===== src/rtl/lsu_addrcheck_pipe.sv =====
// LSU address check: classifies the dc1 access (DCCM / PIC / external),
// derives region attributes and a prioritised fault code, then carries the
// result through dc2/dc3 with freeze/flush control and a sticky fault capture.
module lsu_addrcheck_pipe #(
  parameter bit          DCCM_ENABLE = 1'b1,
  parameter logic [31:0] DCCM_SADR   = 32'hF004_0000,
  parameter logic [31:0] DCCM_SIZE   = 32'h0001_0000,
  parameter logic [31:0] PIC_SADR    = 32'hF00C_0000,
  parameter logic [31:0] PIC_SIZE    = 32'h0000_8000,
  parameter bit          ICCM_ENABLE = 1'b1,
  parameter logic [3:0]  ICCM_REGION = 4'hE,
  parameter int          CNT_W       = 8
) (
  input  logic             clk,
  input  logic             rst_l,
  input  logic             freeze,
  input  logic             flush_dc2,
  input  logic             valid_dc1,
  input  logic             dma_dc1,
  input  logic [1:0]       size_dc1,
  input  logic [31:0]      addr_dc1,
  input  logic [31:0]      mrac,
  input  logic             fault_clr,
  output logic             valid_dc2,
  output logic             valid_dc3,
  output logic             addr_in_dccm_dc2,
  output logic             addr_in_pic_dc2,
  output logic             addr_external_dc2,
  output logic             cacheable_dc2,
  output logic             sideeffects_dc2,
  output logic             sideeffects_dc3,
  output logic             access_fault_dc2,
  output logic             misaligned_fault_dc2,
  output logic [2:0]       fault_code_dc2,
  output logic             fault_lock,
  output logic [31:0]      fault_addr,
  output logic [2:0]       fault_code,
  output logic [CNT_W-1:0] fault_cnt
);

  // Bases are aligned to their power-of-two sizes, so a range hit is a masked compare.
  localparam logic [31:0] DCCM_MASK = ~(DCCM_SIZE - 32'd1);
  localparam logic [31:0] PIC_MASK  = ~(PIC_SIZE - 32'd1);

  typedef struct packed {
    logic        dccm;
    logic        pic;
    logic        ext;
    logic        cache;
    logic        side;
    logic [2:0]  code;
    logic [31:0] addr;
  } chk_t;

  logic [32:0] end_full;
  logic [31:0] end_a;
  logic        wrap;
  logic        st_dr, en_dr, st_pr, en_pr;   // range hits
  logic        st_dg, en_dg, st_pg, en_pg;   // 256MB region hits
  logic [3:0]  rgn;
  logic        iccm_hit, aligned;
  chk_t        s1, s2_q;
  logic [2:1]  vld_pipe_q;
  logic        side3_q;
  logic        fault_hit;
  logic        fault_lock_q;
  logic [31:0] fault_addr_q;
  logic [2:0]  fault_code_q;
  logic [CNT_W-1:0] fault_cnt_q, fault_cnt_d;

  assign end_full = {1'b0, addr_dc1} + (33'd1 << size_dc1) - 33'd1;
  assign end_a    = end_full[31:0];
  assign wrap     = end_full[32];
  assign rgn      = addr_dc1[31:28];

  assign st_dr = DCCM_ENABLE & ((addr_dc1 & DCCM_MASK) == DCCM_SADR);
  assign en_dr = DCCM_ENABLE & ((end_a & DCCM_MASK) == DCCM_SADR);
  assign st_dg = DCCM_ENABLE & (addr_dc1[31:28] == DCCM_SADR[31:28]);
  assign en_dg = DCCM_ENABLE & (end_a[31:28] == DCCM_SADR[31:28]);
  assign st_pr = ((addr_dc1 & PIC_MASK) == PIC_SADR);
  assign en_pr = ((end_a & PIC_MASK) == PIC_SADR);
  assign st_pg = (addr_dc1[31:28] == PIC_SADR[31:28]);
  assign en_pg = (end_a[31:28] == PIC_SADR[31:28]);
  assign iccm_hit = ICCM_ENABLE & (rgn == ICCM_REGION);

  // Natural alignment for the access size
  always_comb begin
    aligned = 1'b1;
    unique case (size_dc1)
      2'd0:    aligned = 1'b1;
      2'd1:    aligned = ~addr_dc1[0];
      2'd2:    aligned = (addr_dc1[1:0] == 2'b00);
      default: aligned = (addr_dc1[2:0] == 3'b000);
    endcase
  end

  // dc1 classification, attributes and prioritised fault code
  always_comb begin
    s1       = '0;
    s1.addr  = addr_dc1;
    s1.dccm  = st_dr & en_dr;
    s1.pic   = st_pr & en_pr;
    s1.ext   = ~(s1.dccm | s1.pic);
    s1.side  = mrac[{rgn, 1'b1}] & ~(st_dg | st_pg | iccm_hit);
    s1.cache = mrac[{rgn, 1'b0}] & s1.ext;
    if (wrap)
      s1.code = 3'd4;
    else if ((st_dg & ~st_dr & ~st_pr) | (en_dg & ~en_dr & ~en_pr))
      s1.code = 3'd1;
    else if ((st_pg & ~st_dr & ~st_pr) | (en_pg & ~en_dr & ~en_pr))
      s1.code = 3'd2;
    else if (s1.pic & ((size_dc1 != 2'd2) | (addr_dc1[1:0] != 2'b00)))
      s1.code = 3'd3;
    else if (st_dr & ~en_dr)
      s1.code = 3'd7;
    else if (s1.ext & (addr_dc1[31:28] != end_a[31:28]))
      s1.code = 3'd5;
    else if (s1.ext & s1.side & ~aligned)
      s1.code = 3'd6;
    else
      s1.code = 3'd0;
    // DMA and empty slots never report faults
    if (~valid_dc1 | dma_dc1)
      s1.code = 3'd0;
  end

  // Stage data advances only when not frozen
  always_ff @(posedge clk or negedge rst_l) begin
    if (!rst_l) begin
      s2_q    <= '0;
      side3_q <= 1'b0;
    end else if (!freeze) begin
      s2_q    <= s1;
      side3_q <= s2_q.side;
    end
  end

  // Stage valids: flush kills dc2/dc3 even while frozen
  always_ff @(posedge clk or negedge rst_l) begin
    if (!rst_l)
      vld_pipe_q <= '0;
    else if (flush_dc2)
      vld_pipe_q <= '0;
    else if (!freeze)
      vld_pipe_q <= {vld_pipe_q[1], valid_dc1};
  end

  // A fault qualifies only when dc2 actually retires it this edge
  assign fault_hit = vld_pipe_q[1] & (s2_q.code != 3'd0) & ~freeze & ~flush_dc2;

  // Sticky capture; a clear arriving with a new fault re-arms onto that fault
  always_ff @(posedge clk or negedge rst_l) begin
    if (!rst_l) begin
      fault_lock_q <= 1'b0;
      fault_addr_q <= '0;
      fault_code_q <= '0;
    end else if (fault_hit & (~fault_lock_q | fault_clr)) begin
      fault_lock_q <= 1'b1;
      fault_addr_q <= s2_q.addr;
      fault_code_q <= s2_q.code;
    end else if (fault_clr) begin
      fault_lock_q <= 1'b0;
    end
  end

  assign fault_cnt_d = (fault_hit & (fault_cnt_q != {CNT_W{1'b1}})) ?
                       fault_cnt_q + {{(CNT_W-1){1'b0}}, 1'b1} : fault_cnt_q;

  // Saturating count of every retired fault, independent of the lock
  always_ff @(posedge clk or negedge rst_l) begin
    if (!rst_l)
      fault_cnt_q <= '0;
    else
      fault_cnt_q <= fault_cnt_d;
  end

  assign valid_dc2            = vld_pipe_q[1];
  assign valid_dc3            = vld_pipe_q[2];
  assign addr_in_dccm_dc2     = valid_dc2 & s2_q.dccm;
  assign addr_in_pic_dc2      = valid_dc2 & s2_q.pic;
  assign addr_external_dc2    = valid_dc2 & s2_q.ext;
  assign cacheable_dc2        = valid_dc2 & s2_q.cache;
  assign sideeffects_dc2      = valid_dc2 & s2_q.side;
  assign sideeffects_dc3      = valid_dc3 & side3_q;
  assign fault_code_dc2       = valid_dc2 ? s2_q.code : 3'd0;
  assign access_fault_dc2     = valid_dc2 & (s2_q.code inside {3'd1, 3'd2, 3'd3, 3'd4, 3'd7});
  assign misaligned_fault_dc2 = valid_dc2 & (s2_q.code inside {3'd5, 3'd6});
  assign fault_lock           = fault_lock_q;
  assign fault_addr           = fault_addr_q;
  assign fault_code           = fault_code_q;
  assign fault_cnt            = fault_cnt_q;

endmodule


===== config.mk =====
export PLATFORM = sky130hd
export DESIGN_NAME = lsu_addrcheck_pipe
export DESIGN_NICKNAME = d
export VERILOG_FILES = /design/src/rtl/lsu_addrcheck_pipe.sv
export SDC_FILE = /design/constraint.sdc
export NUM_CORES = 1
export LEC_CHECK = 0
export CORE_UTILIZATION = 56
export CTS_CLUSTER_DIAMETER = 60
export DETAILED_ROUTE_END_ITERATION = 8
export GPL_TIMING_DRIVEN = 0
export MAX_ROUTING_LAYER = met4
export PLACE_DENSITY_LB_ADDON = 0.12
export SLEW_MARGIN = 10
export SYNTH_ARGS = -nofsm -noshare
export SYNTH_HDL_FRONTEND = slang
export SYNTH_SLANG_ARGS = --single-unit

===== constraint.sdc =====
create_clock -name clk -period 6.1 [get_ports clk]
set_input_delay 1.22 -clock clk [delete_from_list [all_inputs] [get_ports clk]]
set_output_delay 1.22 -clock clk [all_outputs]
set_load 0.005 [all_outputs]

After elaboration in Yosys (flattened, before gate mapping). Cells that the tools add are included.

Mux-type cells: 17. Add/sub/neg operators: 3. Reduce and logical (&&, ||, !) cells: 8. Equality and inequality tests: 20. $lt $le $gt $ge: 2. Bitwise gates (word level): 44. Shifts and indexed selects: 1.

Operators by type and width (number): 17-bit equality test (second input constant) (2); 32-bit by 33-bit adder with 33-bit output (1); 1-bit by 2-bit << shifter with 33-bit output (first input constant) (1); 33-bit by 1-bit subtractor with 33-bit output (second input constant) (1); 16-bit equality test (second input constant) (2); 1-bit bitwise AND (26); 3-bit two-way mux (8); 3-bit equality test (second input constant) (4); 4-bit equality test (second input constant) (3); 5-bit by 6-bit less-than comparator with 1-bit output (second input constant) (2); 1-bit NOT (12); 8-bit by 1-bit adder with 8-bit output (second input constant) (1); 1-bit binary-select mux with 4-bit select (2); 8-bit inequality test (second input constant) (1); 3-bit by 2-bit equality test with 1-bit output (second input constant) (2); 1-bit OR (6); 2-bit nonzero test (3); 5-bit nonzero test (1); 2-bit zero test (2); 1-bit two-way mux (4); 2-bit two-way mux (2); 4-bit inequality test (1); 3-bit by 1-bit equality test with 1-bit output (second input constant) (1); 3-bit zero test (1); other kinds (6) (6).

Output and inout port bits: 57. Bits of input ports: 73. Logic and storage cells: 108. Flip-flop bits (word level): 87.

Longest topological paths before layout.
Depth in word-level cells: 16. Gate-level depth with buffers: 15. Mapped depth without buffers: 15.

Worst setup path after synthesis. OpenSTA, ideal clock, no wires.

Path kind: input -> register. Start: input port size_dc1[1]. End: register s2_q[34] (netlist name). Path slack: 1.510 ns. Buffers on the path: 0. Setup time: 0.126 ns. Required time: 5.974 ns. Stages on the path: 15. Arrival time: 4.464 ns. Path through: or2b_1 -> ha_1 -> inv_1 -> ha_1 -> nand2_1 -> nor4_4 -> o21ai_2 -> a221o_1 -> mux2_4 -> or4_4 -> a2111oi_4 -> and3_1 -> nand2b_2 -> o21ai_2 -> a221o_1.

Longest elaborated chain between the ends: 16. Elaborated cells between the ends (all ways): 35. Those cells by class: add/sub: 2; eq/ne: 7; shift: 1; mux: 8; bitwise: 16; reduce/logical: 1.

Ends and longest elaborated chain: from (decl) (RTL line 20) `input logic [1:0] size_dc1,`; 1-bit by 2-bit << shifter with 33-bit output (RTL line 71) `assign end_full = {1'b0, addr_dc1} + (33'd1 << size_dc1) - 33'd1;`; 32-bit by 33-bit adder with 33-bit output (RTL line 71); 33-bit by 1-bit subtractor with 33-bit output (RTL line 71); 17-bit equality test or 16-bit equality test (tied branches) (RTL line 81, 77); 1-bit bitwise AND, on equally long branches (RTL line 102, 101); 1-bit OR (RTL line 103) `s1.ext = ~(s1.dccm | s1.pic);`; 1-bit NOT (RTL line 103); 1-bit bitwise AND (2 in a row) (RTL line 118) `else if (s1.ext & s1.side & ~aligned)`; 3-bit two-way mux (RTL line 118); 3-bit two-way mux (RTL line 116) `else if (s1.ext & (addr_dc1[31:28] != end_a[31:28]))`; 3-bit two-way mux (RTL line 114) `else if (st_dr & ~en_dr)`; 3-bit two-way mux (RTL line 112) `else if (s1.pic & ((size_dc1 != 2'd2) | (addr_dc1[1:0] != 2'b00)))`; 3-bit two-way mux (RTL line 108) `else if ((st_dg & ~st_dr & ~st_pr) | (en_dg & ~en_dr & ~en_pr))`; 3-bit two-way mux * (RTL line 106) `if (wrap)`; 3-bit two-way mux * (RTL line 123) `if (~valid_dc1 | dma_dc1)`; to (signal assigned) (RTL line 130) `s2_q <= '0;`; to (signal assigned) (RTL line 133) `s2_q <= s1;`; to (decl) (RTL line 62) `chk_t s1, s2_q;`.

Every way passes the cells marked *; elsewhere a longest branch is shown, timed or not. A chain may end at the register's enable or synchronous reset.

Worst setup path after layout.
Start: input port size_dc1[1]. End: register s2_q[32] (netlist name).

Longest elaborated chain between the ends: 14. Elaborated cells between the ends (all ways): 27. Those cells by class: add/sub: 2; eq/ne: 5; shift: 1; mux: 6; bitwise: 13.

Ends and longest elaborated chain (RTL line): 1-bit by 2-bit << shifter with 33-bit output (71); 32-bit by 33-bit adder with 33-bit output (71); 33-bit by 1-bit subtractor with 33-bit output (71); 17-bit equality test or 16-bit equality test (tied branches) (81, 77); 1-bit bitwise AND, on equally long branches (102, 101); 1-bit OR (103); 1-bit NOT (103); 1-bit bitwise AND (116); 3-bit two-way mux (116); 3-bit two-way mux (114); 3-bit two-way mux (112); 3-bit two-way mux (108); 3-bit two-way mux * (106); 3-bit two-way mux * (123).

Marks and branches as above.

==> results.md <==
* Status: finished, final reports clean
* Sw frac at 0.322
* Asr flop ratio synth at 1.00
* Via count at between 5000 and 6000
* Fin Setup TNS at 0 ns
* Met1 Usage GRT at 0.427
* H-tree depth at 3
* Fin. max-slew vios at 0
* Sequential share of power at 0.428
* Resize count post-CTS at 0
* Clock tree buffer depth at 2
* Inst Count DP at between 900 and 1000
* Main combinational cell family by area after synthesis: simple AND/OR/NAND/NOR gates
* Clock Root Buffer: clkbuf_8
* Worst Setup Path Type: in -> reg
* Place WS at roughly 0.30 ns
* Residual DRC at 0
* Clk_skew at around 0.01 ns
* Final min period at approximately 5.6 ns
* Top_reg_cell synth: dfrtp_1
* Antenna cells at 0
* Reg-to-Reg Start: vld_pipe_q[1]$_DFFE_PN0P_
* Worst-path clk slew at approximately 0.090 ns
* NetSw at ~0.00056 W
* P&R area growth vs syn at 26.6%
* Starting Density at 0.587
* Total die area at around 11000 sq um
* Number of max-cap violations at 0
* Most area-hungry cell type in the Yosys netlist: dfrtp_1
* Die height at between 100 and 150 microns
* Cells after synthesis at roughly 660
* Syn Nets at roughly 800
* Row Count at 37
* Yosys reg bits at 87
* CP endpoint kind: register
* Vias per cell at about 6.2
* Buffers on Ports at 128
* Slew HR at 0.528
* # IOs at 130
* Post-layout util at 0.744
* Lkg Pwr at roughly 3.5 nW
* CP Data Arrival Time at ~5.8 ns
* Non-Filler Instances at roughly 940
* Initial antenna violation count at 0
* Final nets at 918
* Fin crit share at 0.914
* TritonCTS clock tree: yes
* Number of setup buffers added after CTS at 0
* ANT nets after route at 0
* Tot GR Track Use at 0.341
* GR peak layer: met2
* GR Layer Usage met2 at 0.577
* Setup crit start: size_dc1[1]
* Met3 GRT Util at 0.0407
* Post-Synth XOR/XNOR Area at 0.0241
* First-pass GRT wire length at 29300 microns
* Synthesized area per cell at roughly 9.4 sq um
* Commonest non-fill, non-tap cell in the layout: clkdlybuf4s50_1
* Critical path fanouts, max at 6
* Worst Slack Setup Final at 0.527 ns
* Largest net degree at the start of global routing at between 60 and 70
* Mapped Area at around 6200 sq um
* Fmax at ~180 MHz
* Share of layout cells above drive strength 1 at 0.107
* P_int at around 0.0012 W
* Worst setup SP type: input pin
* Power Density at about 220 nW/um^2
* Final setup violation count at 0
* GPL Wtd Cong at ~0.96
* Number of synthesized flops with an enable pin at 0
* Grt ovf at 0
* Combinational power share at 0.368
* CTS Sinks at between 80 and 90
* Post-synthesis mux area share at 0.116
* Worst-Margin Slew at 0.708 ns
* Hold Vio Cnt, Final at 0
* Peak VDD IR at about 0.20 mV
* Vias in the first global route at approximately 5900
* Hold_sp: s2_q[31]$_DFFE_PN0N_
* Simple logic cell fraction of the synthesized area at 0.187
* Total CTS buffers at 9
* Synth cell types at 78
* Post-synthesis sequential area ratio at 0.353
* Pre-Repair DR Iteration Count at 5
* Top post-synthesis cells by area: dfrtp_1 (35%), ha_1 (9.9%), mux2_2 (6.9%)
* Chip width at 107 microns
* Compound-Gate Fraction of Synth Area at 0.173
* Hold buffer count at CTS at 0
* Most frequent cells in the layout: clkdlybuf4s50_1 (127), dfrtp_1 (87), nand2_1 (76)
* Avg WL per Cell at 19.5 microns
* Unrepaired setup endpoints after global routing: false
* Worst skew pair latency at between 0.3 and 0.4 ns
* Share of the synthesized area in the top cell type at 0.353
* DR iter-0 viols at 460
* Post-Synth Adder-Cell Area at 0.0993
* Crit path required time at between 6 and 7 ns
* Post-Route WL at 18300 microns
* Yosys warnings at 0
* DPL Wire Length at ~14000 microns
* Hold Path Class: reg -> reg
* Core area at around 11000 sq um
* Filler cells at just under 700
* Clock group share of total power at 0.204
worst paths after layout:
| kind | end | slack [ns] | cells after the start |
|---|---|---|---|
| min reg2reg | s2_q[31]$_DFFE_PN0N_ | 0.50 | 2 |
| min in group asynchronous | s2_q[6]$_DFFE_PN0N_ | 0.74 | 1 |
| max | s2_q[32]$_DFFE_PN0N_ | 0.53 | 16 |
| min | s2_q[31]$_DFFE_PN0N_ | 0.50 | 2 |
| max in group asynchronous | fault_cnt[4]$_DFFE_PN0P_ | 4.75 | 2 |
| max reg2reg | fault_addr[5]$_DFFE_PN0P_ | 3.29 | 6 |
power groups by stage:
stage               Clock [W]  Combinational [W]  Sequential, W
global route         0.000379           0.000690       0.000754
CTS                  0.000356           0.000634       0.000741
detailed placement          0           0.000627       0.000753
finish               0.000354           0.000637       0.000742
floorplan                   0           0.000308       0.000744
global placement            0           0.000607       0.000741
state kept, by name, indices dropped and copies added (netlist names):
| signal | cells |
|---|---|
| fault_addr | 32 |
| side3_q | 1 |
| fault_cnt | 8 |
| fault_code | 3 |
| fault_lock | 1 |
| s2_q | 40 |
| vld_pipe_q | 2 |
through the flow:
stage / hold slack [ns] / area [sq um] / total power [W]
after CTS: 0.493 / 7820 / 0.00173
after detailed placement: 0.473 / 7650 / 0.00138
after global placement: 0.461 / 7620 / 0.00135
after global routing: 0.518 / 7820 / 0.00182
final: 0.498 / 7820 / 0.00173
after floorplan: 0.441 / 6170 / 0.00105
critical path: stages:
cell and delay [ns]:
clkdlybuf4s50_1 0.62, or2b_1 0.28, ha_1 0.28, inv_1 0.05, ha_1 0.27, nand2_1 0.10
o311ai_1 0.53, nand3_1 0.22, a311oi_1 0.53, nor3_1 0.12, xor2_1 0.19, nor4_2 0.60
nand2_2 0.18, a21oi_4 0.22, o211ai_1 0.13, a32o_1 0.27
area by class of cell:
type | count | area [sq um] | share of cell area
plain buffers | 25 | 111 | 0.0142
clock buffers | 11 | 131 | 0.0168
clock inverters | 5 | 35.0 | 0.00448
inverters | 49 | 184 | 0.0235
multi-input cells | 495 | 3700 | 0.474
flip-flops and latches | 87 | 2180 | 0.279
well taps | 136 | 170 | 0.0218
repair buffers | 129 | 1310 | 0.167
kinds of logic (layout without fill, tap and decap cells):
group                    Yosys count  count (layout)
XOR/XNOR                          17              17
buffers and inverters             74             219
AND/OR/NAND/NOR                  219             219
AO/OA/AOI/OAI                    156             156
flip-flops                        87              87
adder cells (fa/ha/maj)           49              49
multiplexers                      54              54
layer usage:
| metal | up-vias | wire length [microns] |
|---|---|---|
| li1 | 2661 | - |
| met1 | 2863 | 7680 |
| met2 | 272 | 9170 |
| met3 | 40 | 1070 |
| met4 | 0 | 378 |
| met5 | - | 0 |
cell usage after synthesis, types with 3 or more instances:
library cell,count
dfrtp_1,87
a21o_1,11
mux2_2,38
a211oi_1,4
nor4_1,6
a221oi_1,3
xor2_1,7
nor3_1,15
a31oi_1,3
o31ai_1,4
buf_2,5
o21ai_0,50
nand2b_1,5
ha_1,49
a32o_1,3
o211ai_1,8
mux4_2,10
and4_1,3
mux2i_1,5
nand2_1,76
nor2b_1,12
nand4_1,13
xnor2_1,10
and4b_1,3
nand3_1,9
and3_1,4
a211o_1,3
a21oi_1,25
and2_1,12
inv_1,49
a2111oi_0,3
clkbuf_1,16
nor2_1,40
a221o_1,4
Power figures use the tool's default switching activity.
